`src/rtl/mul_acc_pkg.sv`:
```
// Shared definitions for the multiply-accumulate stage: FSM states and default sizes.
`timescale 1ns/1ps
package mul_acc_pkg;

  localparam int unsigned SETTLE_CYCLES_DEF = 2;
  localparam int unsigned ACC_W_DEF         = 72;
  localparam int unsigned PROD_W            = 64;
  localparam int unsigned CNT_W             = 4;

  typedef enum logic [1:0] {
    IDLE   = 2'd0,
    SETTLE = 2'd1,
    HOLD   = 2'd2
  } state_e;

endpackage

```
`src/rtl/mul_acc_stage_mul.sv`:
```
// Combinational 32x32 unsigned multiplier built from four 16x16 partial products.
`timescale 1ns/1ps
module Mul_32_Hybrid_64_BK1_SA5 (
  input  logic [31:0] a,
  input  logic [31:0] b,
  output logic [63:0] out
);

  logic [31:0] pp_ll;
  logic [31:0] pp_lh;
  logic [31:0] pp_hl;
  logic [31:0] pp_hh;

  assign pp_ll = 32'(a[15:0]) * 32'(b[15:0]);
  assign pp_lh = 32'(a[15:0]) * 32'(b[31:16]);
  assign pp_hl = 32'(a[31:16]) * 32'(b[15:0]);
  assign pp_hh = 32'(a[31:16]) * 32'(b[31:16]);

  // Cross terms carry weight 2^16; the total never exceeds 64 bits.
  assign out = {pp_hh, pp_ll}
             + ({32'd0, pp_lh} << 16)
             + ({32'd0, pp_hl} << 16);

endmodule

```
`src/rtl/mul_acc_stage.sv`:
```
// Multiply-accumulate stage: accepts 32x32 operand beats, lets the product settle
// for SETTLE_CYCLES cycles, then loads or adds it into a wide accumulator.
`timescale 1ns/1ps
module mul_acc_stage
  import mul_acc_pkg::*;
#(
  parameter int unsigned SETTLE_CYCLES = SETTLE_CYCLES_DEF,
  parameter int unsigned ACC_W         = ACC_W_DEF
) (
  input  logic             clk,
  input  logic             rst,
  input  logic             in_valid,
  output logic             in_ready,
  input  logic [31:0]      in_a,
  input  logic [31:0]      in_b,
  input  logic             in_first,
  input  logic             in_last,
  output logic             out_valid,
  input  logic             out_ready,
  output logic [ACC_W-1:0] out_acc,
  output logic             out_ovf,
  output logic             busy
);

  if (SETTLE_CYCLES < 1 || SETTLE_CYCLES > 15) begin : g_bad_settle
    $error("mul_acc_stage: SETTLE_CYCLES must be 1..15");
  end
  if (ACC_W < 64 || ACC_W > 96) begin : g_bad_acc_w
    $error("mul_acc_stage: ACC_W must be 64..96");
  end

  localparam logic [CNT_W-1:0] SETTLE_LOAD = CNT_W'(SETTLE_CYCLES - 1);

  state_e             state_q, state_d;
  logic [CNT_W-1:0]   cnt_q, cnt_d;
  logic [31:0]        op_a_q, op_a_d;
  logic [31:0]        op_b_q, op_b_d;
  logic               first_q, first_d;
  logic               last_q, last_d;
  logic [ACC_W-1:0]   acc_q, acc_d;
  logic               ovf_q, ovf_d;
  logic               rdy_q;
  logic [PROD_W-1:0]  prod;
  logic [ACC_W:0]     sum;
  logic               accept;

  // prod is a SETTLE_CYCLES multicycle path from op_a_q/op_b_q to acc_q/ovf_q;
  // the operand registers are held for the whole settle window.
  Mul_32_Hybrid_64_BK1_SA5 u_mul (
    .a   (op_a_q),
    .b   (op_b_q),
    .out (prod)
  );

  // rdy_q keeps in_ready low until the first edge after reset is released.
  assign in_ready  = rdy_q & (state_q == IDLE);
  assign out_valid = (state_q == HOLD);
  assign busy      = (state_q != IDLE);
  assign out_acc   = acc_q;
  assign out_ovf   = ovf_q;
  assign accept    = in_valid & in_ready;

  always_comb begin
    state_d = state_q;
    cnt_d   = cnt_q;
    op_a_d  = op_a_q;
    op_b_d  = op_b_q;
    first_d = first_q;
    last_d  = last_q;
    acc_d   = acc_q;
    ovf_d   = ovf_q;
    sum     = {1'b0, acc_q} + (ACC_W+1)'(prod);

    case (state_q)
      IDLE: begin
        if (accept) begin
          op_a_d  = in_a;
          op_b_d  = in_b;
          first_d = in_first;
          last_d  = in_last;
          cnt_d   = SETTLE_LOAD;
          state_d = SETTLE;
        end
      end
      SETTLE: begin
        if (cnt_q != '0) begin
          cnt_d = cnt_q - 1'b1;
        end else begin
          if (first_q) begin
            acc_d = ACC_W'(prod);
            ovf_d = 1'b0;
          end else begin
            acc_d = sum[ACC_W-1:0];
            ovf_d = ovf_q | sum[ACC_W];
          end
          state_d = last_q ? HOLD : IDLE;
        end
      end
      HOLD: begin
        if (out_ready) begin
          state_d = IDLE;
        end
      end
      default: state_d = IDLE;
    endcase
  end

  always_ff @(posedge clk or posedge rst) begin
    if (rst) begin
      state_q <= IDLE;
      cnt_q   <= '0;
      op_a_q  <= '0;
      op_b_q  <= '0;
      first_q <= 1'b0;
      last_q  <= 1'b0;
      acc_q   <= '0;
      ovf_q   <= 1'b0;
      rdy_q   <= 1'b0;
    end else begin
      state_q <= state_d;
      cnt_q   <= cnt_d;
      op_a_q  <= op_a_d;
      op_b_q  <= op_b_d;
      first_q <= first_d;
      last_q  <= last_d;
      acc_q   <= acc_d;
      ovf_q   <= ovf_d;
      rdy_q   <= 1'b1;
    end
  end

endmodule

```
`config.mk`:
```
export PLATFORM = sky130hd
export DESIGN_NAME = mul_acc_stage
export DESIGN_NICKNAME = d
export VERILOG_FILES = /design/src/rtl/mul_acc_pkg.sv /design/src/rtl/mul_acc_stage_mul.sv /design/src/rtl/mul_acc_stage.sv
export SDC_FILE = /design/constraint.sdc
export NUM_CORES = 2
export LEC_CHECK = 0
export CORE_MARGIN = 2
export CORE_UTILIZATION = 40
export CTS_CLUSTER_DIAMETER = 50
export DETAILED_ROUTE_END_ITERATION = 8
export PLACE_DENSITY = 0.59
export SLEW_MARGIN = 0
export SYNTH_ARGS = -nofsm -noshare
export SYNTH_HDL_FRONTEND = slang
export SYNTH_HIERARCHICAL = 1
export SYNTH_SLANG_ARGS = --single-unit
```
`constraint.sdc`:
```
create_clock -name clk -period 31.6 [get_ports clk]
set_clock_uncertainty 0.2 [all_clocks]
set_input_delay 7.9 -clock clk [delete_from_list [all_inputs] [get_ports clk]]
set_output_delay 7.9 -clock clk [all_outputs]
set_load 0.005 [all_outputs]
```
# == Word level (Yosys, flattened, before mapping) ==
# Cells that the tools add are included.
# word_totals
out_inout_bits,76
input_bits,70
reg_bits,146
wordCells,45
# op_classes
n_mux,10
n_addsub,4
n_eq_ne,6
n_mul,4
bitwise,4
n_reduce_logical,8
# ops
op,count
$add 64x48->64,2
$mul 16x16->32,4
$add 72x64->73,1
$mux 72,1
$mux 2,4
$mux 4,2
$pmux 4 s2,1
$ne 2x2->1 const B,3
$pmux 2 s3,1
$reduce_and 3->1,2
$reduce_and 2->1,2
$reduce_bool 2->1,2
$reduce_bool 4->1,1
$sub 4x1->4 const B,1
$and 1x1->1,2
$eq 2x1->1 const B,1
$eq 2x2->1 const B,1
$logic_not 2->1,1
$ne 2x1->1 const B,1
$mux 1,1
$not 1->1,1
$or 1x1->1,1

# == Longest topological paths before layout ==
# logic_depth
depth_word,6
depth_mapped,52
depth_no_buf,49

# == Cells and area by module ==
# The synthesis kept the hierarchy.
# modules_own_cells
mod,area_each_um2,seq_area_each_um2,n_inst,cells_per_inst
Mul_32_Hybrid_64_BK1_SA5,36427.4,0.0,1,4311
mul_acc_stage,9851.9,3653.5,1,1098

# == Least setup slack after synthesis ==
# Ideal clock, no wire load.
# synth_path
path_type,register to register
start,register op_a_q[2]
end,"register acc_q[66], in the netlist out_acc[66]"
setup_ns,0.118
n_path_buf,1
stages_incl_launch_ff,45
period_less_slack_ns,11.149
path_slack_ns,20.451
required_ns,31.282
arrival_time_ns,10.831
path_cell_list,dfrtp_1 clkbuf_1 and2_1 fa_1 inv_1 fa_1 inv_1 ha_1 fa_1 fa_1 inv_1 fa_1 inv_1 ha_1 a2111oi_0 nand2_1 a221oi_2 o22ai_1 [9 not listed] o21ai_2 o31ai_4 a21oi_2 o41ai_4 a31o_2 and3b_1 xor2_1 ha_1 a21o_1 a21o_1 a21oi_1 o211a_1 o2111ai_1 a221o_1 a31oi_1 or2_2 nor3_1 a21o_1
# synth_via
elab_chain_cells,5
word_cells_on_any_way,6
classes_between,add/sub: 3; mul: 2; mux: 1
# synth_rtl
element,line,rtl
start: declaration,mul_acc_stage.sv:36,"logic [31:0] op_a_q, op_a_d;"
start signal: assignment,mul_acc_stage.sv:122,op_a_q <= op_a_d;
$mul 16x16->32 (on tied branches),"mul_acc_stage_mul.sv:14, mul_acc_stage_mul.sv:15",
$add 64x48->64 *,mul_acc_stage_mul.sv:21,"+ ({32'd0, pp_lh} << 16)"
$add 64x48->64 *,mul_acc_stage_mul.sv:22,"+ ({32'd0, pp_hl} << 16);"
named net prod[51],mul_acc_stage.sv:43,logic [PROD_W-1:0] prod;
$add 72x64->73 *,mul_acc_stage.sv:72,"sum = {1'b0, acc_q} + (ACC_W+1)'(prod);"
$mux 72 *,mul_acc_stage.sv:89,if (first_q) begin
end signal: assignment,mul_acc_stage.sv:116,acc_q <= '0;
end signal: assignment,mul_acc_stage.sv:126,acc_q <= acc_d;
end: declaration,mul_acc_stage.sv:40,"logic [ACC_W-1:0] acc_q, acc_d;"
# The timed path passes the listed nets; every way through them passes the cells marked *.
# A chain may end at the register's enable or synchronous reset.

# == Worst setup path after layout ==
# layout_path
start,register op_b_q[2]
end,"register acc_q[69], in the netlist out_acc[69]"
# layout_via
elab_chain_cells,5
word_cells_on_any_way,6
classes_between,add/sub: 3; mul: 2; mux: 1
# layout_rtl
element,line,rtl
start: declaration,mul_acc_stage.sv:37,"logic [31:0] op_b_q, op_b_d;"
start signal: assignment,mul_acc_stage.sv:123,op_b_q <= op_b_d;
$mul 16x16->32,mul_acc_stage_mul.sv:14,assign pp_ll = 32'(a[15:0]) * 32'(b[15:0]);
$add 64x48->64,mul_acc_stage_mul.sv:21,
$add 64x48->64 *,mul_acc_stage_mul.sv:22,
named net prod[47],mul_acc_stage.sv:43,
$add 72x64->73 *,mul_acc_stage.sv:72,
$mux 72 *,mul_acc_stage.sv:89,
# Marked as above.

==> out/metrics.json <==
{
  "initial_core_util": {"value": 40.4, "unit": "%"},
  "place_inst": {"value": 6883},
  "globalRouteOverflowTotal": {"value": 0},
  "pin_count": {"value": 146},
  "worst_hold_path.num_cells": {"value": 1},
  "synth_async_sr_flop_share": {"value": 100, "unit": "%"},
  "htree_num_levels": {"value": 4},
  "tritoncts.num_buffers": {"value": 17},
  "route.vias.total": {"value": 36300},
  "worstMarginPinSlew": {"value": 1.21, "unit": "ns"},
  "nFillCells": {"value": 11500},
  "min_from": {"value": "state_q[1]"},
  "floorplan_core_area": {"value": 115000, "unit": "sq um"},
  "cts_root_buffer": {"value": "clkbuf_16"},
  "worstReg2RegEnd": {"value": "out_acc[69]"},
  "synthesis.area": {"value": 46300, "unit": "sq um"},
  "numPortBuffers": {"value": 145},
  "yosys-top-cells-area": {"value": "fa_1, ha_1, inv_1"},
  "synth_commonest_cells": {"value": "inv_1, fa_1, nand2_1"},
  "synth-edff-count": {"value": 0},
  "finalWirelength": {"value": 137000, "unit": "um"},
  "hold_violations": {"value": 0},
  "synth_fp_nets": {"value": 6803},
  "areaGrowthSynthToFinish": {"value": 7.47, "unit": "%"},
  "postRouteAntennaNets": {"value": 0},
  "tritoncts_clock_tree": {"value": "done"},
  "cts_resized": {"value": 0},
  "holdCritPathClass": {"value": "flip-flop to flip-flop"},
  "floorplan.die_area": {"value": 118000, "unit": "sq um"},
  "synth_most_common_cell": {"value": "inv_1"},
  "firstDrtPassIters": {"value": 7},
  "synthCells": {"value": 5409},
  "seq_area_frac_synth": {"value": 7.89, "unit": "%"},
  "critPathMaxFanout": {"value": 33},
  "slew_viol_final": {"value": 0},
  "final_area": {"value": 49700, "unit": "sq um"},
  "place_hpwl": {"value": 106000, "unit": "um"},
  "cts-hold-fix-buffers": {"value": 0},
  "yosys.area.top_type": {"value": "fa_1"},
  "avgSynthCellArea": {"value": 8.56, "unit": "sq um"},
  "num-nets-final": {"value": 6784},
  "post-route-min-period": {"value": 13.05, "unit": "ns"},
  "fin_tns_setup": {"value": 0, "unit": "ns"},
  "rr_startpoint": {"value": "op_b_q[2]"},
  "path_class": {"value": "flip-flop to flip-flop"},
  "clk_pin_slew_worst_paths": {"value": 0.08, "unit": "ns"},
  "fraction_of_final_layout_cells_with_drive_strength_greater_than_1": {"value": 4.20, "unit": "%"},
  "ys.flop_type": {"value": "dfrtp_1"},
  "clock.fmax": {"value": 76.6, "unit": "MHz"},
  "post_layout_nonfiller_instances": {"value": 6914},
  "placement.cell_area": {"value": 49200, "unit": "sq um"},
  "synth.top_cell.area_share": {"value": 35.0, "unit": "%"},
  "setup.reg_to_reg.worst_slack": {"value": 18.55, "unit": "ns"},
  "grt_usage": {"value": 23.7, "unit": "%"},
  "crit_path_start_kind": {"value": "flip-flop"},
  "post-cts-setup-buffer-count": {"value": 0},
  "status": {"value": "completed"},
  "critical_path_required": {"value": 31.86, "unit": "ns"},
  "final_setup_violations": {"value": 0},
  "cpMostUsedCell": {"value": "fa_1"},
  "clk_path_buf_depth": {"value": 2},
  "drt_iter0_drc": {"value": 2009},
  "die_h": {"value": 344, "unit": "um"},
  "grt_max_degree": {"value": 86},
  "slew_headroom": {"value": 19.1, "unit": "%"},
  "antenna_violations_before_repair": {"value": 4},
  "critPathCaptureType": {"value": "flip-flop"},
  "global_route_wire_length_before_repair": {"value": 217000, "unit": "um"},
  "rsz0062_at_grt": {"value": "false"},
  "clock_latency": {"value": 0.54, "unit": "ns"},
  "critical_path.slowest_cell": {"value": "dfrtp_1"},
  "min_to": {"value": "state_q[0]"},
  "yosys.cell_types.count": {"value": 98},
  "yosysWarningCount": {"value": 6},
  "cts_sinks": {"value": 146},
  "worstPathArrival": {"value": 13.31, "unit": "ns"},
  "reg2reg_depth": {"value": 43},
  "route.detailed.vias_per_inst": {"value": 5.25},
  "rows": {"value": 124},
  "crit_path_max_incr_delay": {"value": 1.15, "unit": "ns"},
  "drc_errors": {"value": 0},
  "timing.max_cap.violations": {"value": 0},
  "period_share": {"value": 41.3, "unit": "%"},
  "grt_pass1_vias": {"value": 38000},
  "yosys_register_bits": {"value": 146},
  "gp_congestion": {"value": 0.900},
  "routedWlPerCell": {"value": 19.8, "unit": "um"},
  "fp.dieW": {"value": 344, "unit": "um"}
}
flip-flops by register name, indices dropped and copies added, names as in the netlist:
register  count
out_ovf       1
state_q       2
first_q       1
op_a_q       32
last_q        1
op_b_q       32
cnt_q         4
rdy_q         1
out_acc      72
final cells by class:
| cell class | count | area [sq um] | share of cell area [%] |
|---|---|---|---|
| Multi-Input combinational cell | 3978 | 37800 | 76.0 |
| Inverter | 1031 | 3870 | 7.79 |
| Sequential cell | 146 | 3650 | 7.35 |
| Timing Repair Buffer | 216 | 1980 | 3.99 |
| Tap cell | 1512 | 1890 | 3.80 |
| Clock buffer | 19 | 443 | 0.891 |
| Clock inverter | 11 | 108 | 0.216 |
| Antenna cell | 1 | 2.50 | 0.00503 |
cell usage in the layout (no fill, tap or decap), drive strengths merged, types with 8 or more instances in the layout:
cell and n:
or3 8, xnor2 130, inv 1034, dfrtp 146
nand4 28, nor2b 18, nand2b 19, o21bai 30
a211oi 15, o31ai 9, fa 810, mux2 66
clkdlybuf4s50 145, xor2 70, nor3 39, a31o 10
clkbuf 19, o211ai 25, and3 41, mux2i 13
a31oi 31, buf 71, o21a 24, nor2 159
a21o 83, nand3 54, and2 429, nand2 806
o21ai 166, ha 514, a21oi 259
worst max-delay path by stage:
stage	start	to	slack, ns	depth (start not counted)
6_report	op_b_q[2]	out_acc[69]	18.55	43
5_1_grt	op_b_q[2]	out_acc[67]	17.66	43
4_1_cts	op_b_q[2]	out_acc[69]	18.71	43
3_5_place_dp	op_b_q[2]	out_acc[69]	18.74	43
3_3_place_gp	op_b_q[2]	out_acc[66]	19.14	42
2_1_floorplan	rst	cnt_q[0]	19.58	1
per-stage QoR:
step	hold WS (ns)	utilization [%]	worst slack, ns
after floorplan	0.245	-	19.58
after global routing	0.314	43.4	17.66
after CTS	0.285	43.4	18.71
final	0.280	43.4	18.55
after global placement	0.268	43.0	19.14
after detailed placement	0.272	43.0	18.74
critical path: cells and delay by family (launching register included):
family / cells / cell delay, ns
AOI/OAI and AO/OA: 21 / 4.89
adders and majority gates: 10 / 4.27
DFF: 1 / 1.15
xor gates and xnor gates: 1 / 0.11
buffers and inverters: 4 / 0.19
and+or+nand+nor: 7 / 2.11
per-layer routing:
metal | routed length, um | GRT usage, % | vias to the layer above
li1 | - | - | 16800
met1 | 58800 | 30.9 | 18400
met2 | 66700 | 40.2 | 838
met3 | 5770 | 2.97 | 192
met4 | 5450 | 9.20 | 2
met5 | 13 | 0 | -
cells by family (layout without fill, tap and decap cells):
logic type,Yosys count,after routing,share of synthesized area (%)
simple gates,1645,1645,17.0
fa+ha+maj,1324,1324,48.9
mux,79,79,1.89
xor+xnor,200,200,3.79
other cells,1,2,0.00810
buf+inv,1285,1277,10.5
compound gates,729,729,9.95
flops,146,146,7.89
Power is left out: the tool's default activity adds up to more than one toggle a clock period on the data nets, which glitch-free logic cannot reach.
